<file path="src/rtl/pkt_rx_sequencer.sv">
// Control sequencer for the bit-serial packet-recovery datapath.
// Hunts the sync word, reads the length field, gates payload bits to the consumer,
// drives the CRC engine enable/clear and reports a per-packet verdict with
// saturating good/bad packet counters. All outputs are registered.
module pkt_rx_sequencer #(
    parameter int unsigned          SYNC_W  = 16,
    parameter logic [SYNC_W-1:0]    SYNC    = 16'hA5C3,
    parameter int unsigned          LEN_W   = 8,
    parameter int unsigned          MAX_LEN = 64,
    parameter int unsigned          CRC_W   = 16
) (
    input  logic             clk,
    input  logic             rst,
    input  logic             bit_in,
    input  logic             valid_in,
    input  logic             crc_zero,
    output logic             bit_out,
    output logic             data_valid,
    output logic             crc_en,
    output logic             crc_clr,
    output logic             pkt_done,
    output logic             pkt_good,
    output logic             len_err,
    output logic [LEN_W-1:0] pkt_len,
    output logic [15:0]      good_cnt,
    output logic [15:0]      bad_cnt
);

    localparam int unsigned CNT_W = $clog2(MAX_LEN * 8 + 1);

    localparam logic [CNT_W-1:0] LenLast = CNT_W'(LEN_W - 1);
    localparam logic [CNT_W-1:0] CrcLast = CNT_W'(CRC_W - 1);
    localparam logic [LEN_W-1:0] MaxLen  = LEN_W'(MAX_LEN);

    typedef enum logic [2:0] {
        StHunt,
        StLen,
        StPayload,
        StCrc,
        StChk1,
        StChk2
    } state_e;

    state_e              state_q;
    logic [SYNC_W-1:0]   sync_sr_q;
    logic [CNT_W-1:0]    bit_cnt_q;

    logic [SYNC_W-1:0]   sync_next;
    logic [LEN_W-1:0]    len_next;
    logic [LEN_W+2:0]    pay_bits;
    logic [CNT_W-1:0]    pay_last;
    logic                len_bad;

    // Shift-register and length views that include the bit currently on bit_in
    always_comb begin
        sync_next = {sync_sr_q[SYNC_W-2:0], bit_in};
        len_next  = {pkt_len[LEN_W-2:0], bit_in};
        pay_bits  = {pkt_len, 3'b000};
        pay_last  = CNT_W'(pay_bits - 1'b1);
        len_bad   = (len_next == '0) || (len_next > MaxLen);
    end

    // Sequencer FSM with registered outputs; pulses default low every cycle
    always_ff @(posedge clk) begin
        if (!rst) begin
            state_q    <= StHunt;
            sync_sr_q  <= '0;
            bit_cnt_q  <= '0;
            bit_out    <= 1'b0;
            data_valid <= 1'b0;
            crc_en     <= 1'b0;
            crc_clr    <= 1'b0;
            pkt_done   <= 1'b0;
            pkt_good   <= 1'b0;
            len_err    <= 1'b0;
            pkt_len    <= '0;
            good_cnt   <= '0;
            bad_cnt    <= '0;
        end else begin
            data_valid <= 1'b0;
            crc_en     <= 1'b0;
            crc_clr    <= 1'b0;
            pkt_done   <= 1'b0;
            len_err    <= 1'b0;

            // The sync window keeps shifting in every state so a packet that
            // follows immediately after the verdict is still caught.
            if (valid_in) begin
                bit_out   <= bit_in;
                sync_sr_q <= sync_next;
            end

            case (state_q)
                StHunt: begin
                    if (valid_in && (sync_next == SYNC)) begin
                        state_q   <= StLen;
                        bit_cnt_q <= '0;
                        crc_clr   <= 1'b1;
                        sync_sr_q <= '0;
                    end
                end
                StLen: begin
                    if (valid_in) begin
                        pkt_len   <= len_next;
                        crc_en    <= 1'b1;
                        bit_cnt_q <= bit_cnt_q + CNT_W'(1);
                        if (bit_cnt_q == LenLast) begin
                            bit_cnt_q <= '0;
                            if (len_bad) begin
                                len_err <= 1'b1;
                                state_q <= StHunt;
                            end else begin
                                state_q <= StPayload;
                            end
                        end
                    end
                end
                StPayload: begin
                    if (valid_in) begin
                        data_valid <= 1'b1;
                        crc_en     <= 1'b1;
                        bit_cnt_q  <= bit_cnt_q + CNT_W'(1);
                        if (bit_cnt_q == pay_last) begin
                            bit_cnt_q <= '0;
                            state_q   <= StCrc;
                        end
                    end
                end
                StCrc: begin
                    if (valid_in) begin
                        crc_en    <= 1'b1;
                        bit_cnt_q <= bit_cnt_q + CNT_W'(1);
                        if (bit_cnt_q == CrcLast) begin
                            bit_cnt_q <= '0;
                            state_q   <= StChk1;
                        end
                    end
                end
                // Two dead cycles cover the CRC engine's residue latency
                StChk1: state_q <= StChk2;
                StChk2: begin
                    pkt_done <= 1'b1;
                    pkt_good <= crc_zero;
                    if (crc_zero) begin
                        if (good_cnt != 16'hFFFF) good_cnt <= good_cnt + 16'd1;
                    end else begin
                        if (bad_cnt != 16'hFFFF) bad_cnt <= bad_cnt + 16'd1;
                    end
                    state_q <= StHunt;
                end
                default: state_q <= StHunt;
            endcase
        end
    end

endmodule

</file>
<file path="config.mk">
export PLATFORM = sky130hd
export DESIGN_NAME = pkt_rx_sequencer
export DESIGN_NICKNAME = d
export VERILOG_FILES = /design/src/rtl/pkt_rx_sequencer.sv
export SDC_FILE = /design/constraint.sdc
export NUM_CORES = 1
export LEC_CHECK = 0
export ABC_CLOCK_PERIOD_IN_PS = 5500
export CAP_MARGIN = 10
export CORE_MARGIN = 2
export CORE_UTILIZATION = 30
export CTS_CLUSTER_DIAMETER = 50
export DETAILED_ROUTE_END_ITERATION = 12
export SKIP_CTS_REPAIR_TIMING = 1
export SKIP_LAST_GASP = 1
export SLEW_MARGIN = 20
export SYNTH_ARGS = -nofsm -noshare
export SYNTH_HDL_FRONTEND = slang
export SYNTH_SLANG_ARGS = --single-unit
</file>
<file path="constraint.sdc">
create_clock -name clk -period 5.5 [get_ports clk]
set_clock_uncertainty 0.1 [all_clocks]
set_input_delay 1.65 -clock clk [delete_from_list [all_inputs] [get_ports clk]]
set_output_delay 1.65 -clock clk [all_outputs]
set_load 0.05 [all_outputs]
</file>
==> run metrics <==
YS warnings 0; EDFF count, synth 0; commonest cells after routing, fill and taps aside dfxtp_1, nor2_1, clkdlybuf4s50_1; RSZ-0062 raised after global routing no; fmax 0.264 GHz; I/O pin total 52; status finished, final reports clean; via density per instance 5.09; worst hold margin 0.357 ns; HP Class reg2reg; Max clock buf depth 2; final hold vios 0; Mapped Nets 423; fin crit share 68.8%; Num CTS Buffers 9; Worst VDD drop 119 uV; Layout area overhead 27.0%; Post-Synthesis Cells 414; PwrDens 273 nW/um^2; WP data required 5.58 ns; synthesized flop and latch total 75; CTS sink count 75; layout cells sized above 1 7.74%; Starting Density 31.1%; first-pass GRT wire length 14.0 mm; number of distinct library cells after synthesis 68; row count 39; met3 usage 2.39%; die width 113 um; met2 usage 21.7%; leakage 1.60 nW; H-tree Lvls 3; wire per inst 13.6 um; DR vias 3095; drt pass-1 iters 4; Total Routed Length 8.29 mm; Synth async-reset ratio 0%; largest fanout on the critical path 17; Avg Inst Size Synth 8.67 sq um; CTS Root Buffer Type clkbuf_16; CP Data Arrival Time 3.86 ns; final slew viol count 0; clock period minus worst slack 3.79 ns; Synth Cell Area 3590 sq um; number of global-route vias before repair 2938; met1 usage 17.0%; final total power 0.00124 W; setup TNS 0 ns; die height 113 um; total track usage 13.4%; GR Overflow Total 0; CORE AREA 11600 sq um; startpoint types primary input; CTS clk-pin slew, worst paths 0.06 ns; Setup Crit Path Kind in2reg; Nets 469; routability cong. 0.826; # fillers 1153; ys flop type dfxtp_1; commonest non-fill, non-tap cell in the layout dfxtp_1; number of port buffers 51; number of routed nets with antenna violations 0; register-to-register setup slack 3.02 ns; CTS tree built; Worst setup EP type flop; max_slew headroom 35.9%; initial antenna violation count 0; Post-route DRC 0; MaxCap Viol Count 0; clock latency on the worst-skew pair 0.33 ns; final setup fails 0; gr busiest metal met2; pin count of the biggest net entering global routing 51; Diodes inserted 0; Final HPWL DP 5.81 mm; First DRT Iteration DRCs 110; register area share after synthesis 41.8%; Die ar. 12900 sq um; slew at the pin with the worst max-slew slack 0.956 ns
metal layers:
| metal | vias to the layer above | wire length, um |
|---|---|---|
| met5 | - | 0 |
| met1 | 1463 | 3920 |
| met3 | 13 | 274 |
| li1 | 1557 | - |
| met2 | 62 | 3880 |
| met4 | 0 | 220 |
cell type report:
cell class                      count  area, sq um  area share (%)
Multi-Input combinational cell    310         1970            43.1
Sequential cell                    75         1500            32.9
Timing Repair Buffer               53          526            11.5
Inverter                           11         41.3           0.905
Tap cell                          143          179            3.92
Clock buffer                       13          280            6.14
Clock inverter                      3         67.6            1.48
through the flow:
stage / setup slack (ns) / std cells / cell area [sq um] / utilization (%)
floorplan: 2.38 / 414 / 3590 / -
CTS: 1.70 / 608 / 4560 / 39.4
global route: 1.43 / 608 / 4560 / 39.4
global placement: 1.44 / 592 / 4210 / 36.4
finish: 1.71 / 608 / 4560 / 39.4
detailed placement: 1.36 / 592 / 4210 / 36.4
cell families after synthesis:
| kind of cell | share of synthesized area [%] |
|---|---|
| AOI/OAI and AO/OA | 11.4 |
| adders and majority gates | 1.39 |
| muxes | 5.02 |
| DFF | 41.8 |
| buffers and inverters | 3.59 |
| xor gates and xnor gates | 9.02 |
| and+or+nand+nor | 27.8 |
final timing paths:
path	start	to	cells past startpoint
max	valid_in	sync_sr_q[12]	7
min	pkt_len[7]	pkt_len[7]	2
max reg2reg	pkt_len[0]	bit_cnt_q[1]	8
min reg2reg	pkt_len[7]	pkt_len[7]	2
worst max-delay path: stages:
cell             delay [ns]
clkdlybuf4s50_1        0.45
buf_4                  0.27
nand2_1                0.15
nor3_1                 0.20
nand3_1                0.19
o31ai_2                0.82
nor2_1                 0.12
cells in the mapped netlist (all sizes together) (10+ instances only):
| library cell | n | area share, % |
|---|---|---|
| a21oi | 23 | 3.2 |
| clkbuf | 10 | 1.1 |
| dfxtp | 75 | 42 |
| inv | 10 | 1.0 |
| mux2i | 18 | 5.0 |
| nand2 | 44 | 4.6 |
| nand3 | 19 | 2.6 |
| nand4 | 10 | 2.2 |
| nor2 | 57 | 6.2 |
| nor3 | 12 | 1.7 |
| xnor2 | 18 | 4.4 |
| xor2 | 19 | 4.6 |
registers in the layout (all words and copies together) (netlist names), 3 cells and up:
| register | cells |
|---|---|
| bad_cnt | 16 |
| sync_sr_q | 15 |
| good_cnt | 16 |
| bit_cnt_q | 10 |
| state_q | 3 |
| pkt_len | 8 |
power breakdown:
part | total [W] | switching, W | internal (W)
Clock | 0.000672 | 0.000225 | 0.000447
Combinational | 0.0000274 | 0.0000191 | 0.00000837
Sequential | 0.000545 | 0.000000869 | 0.000545
Power figures use the tool's default switching activity.
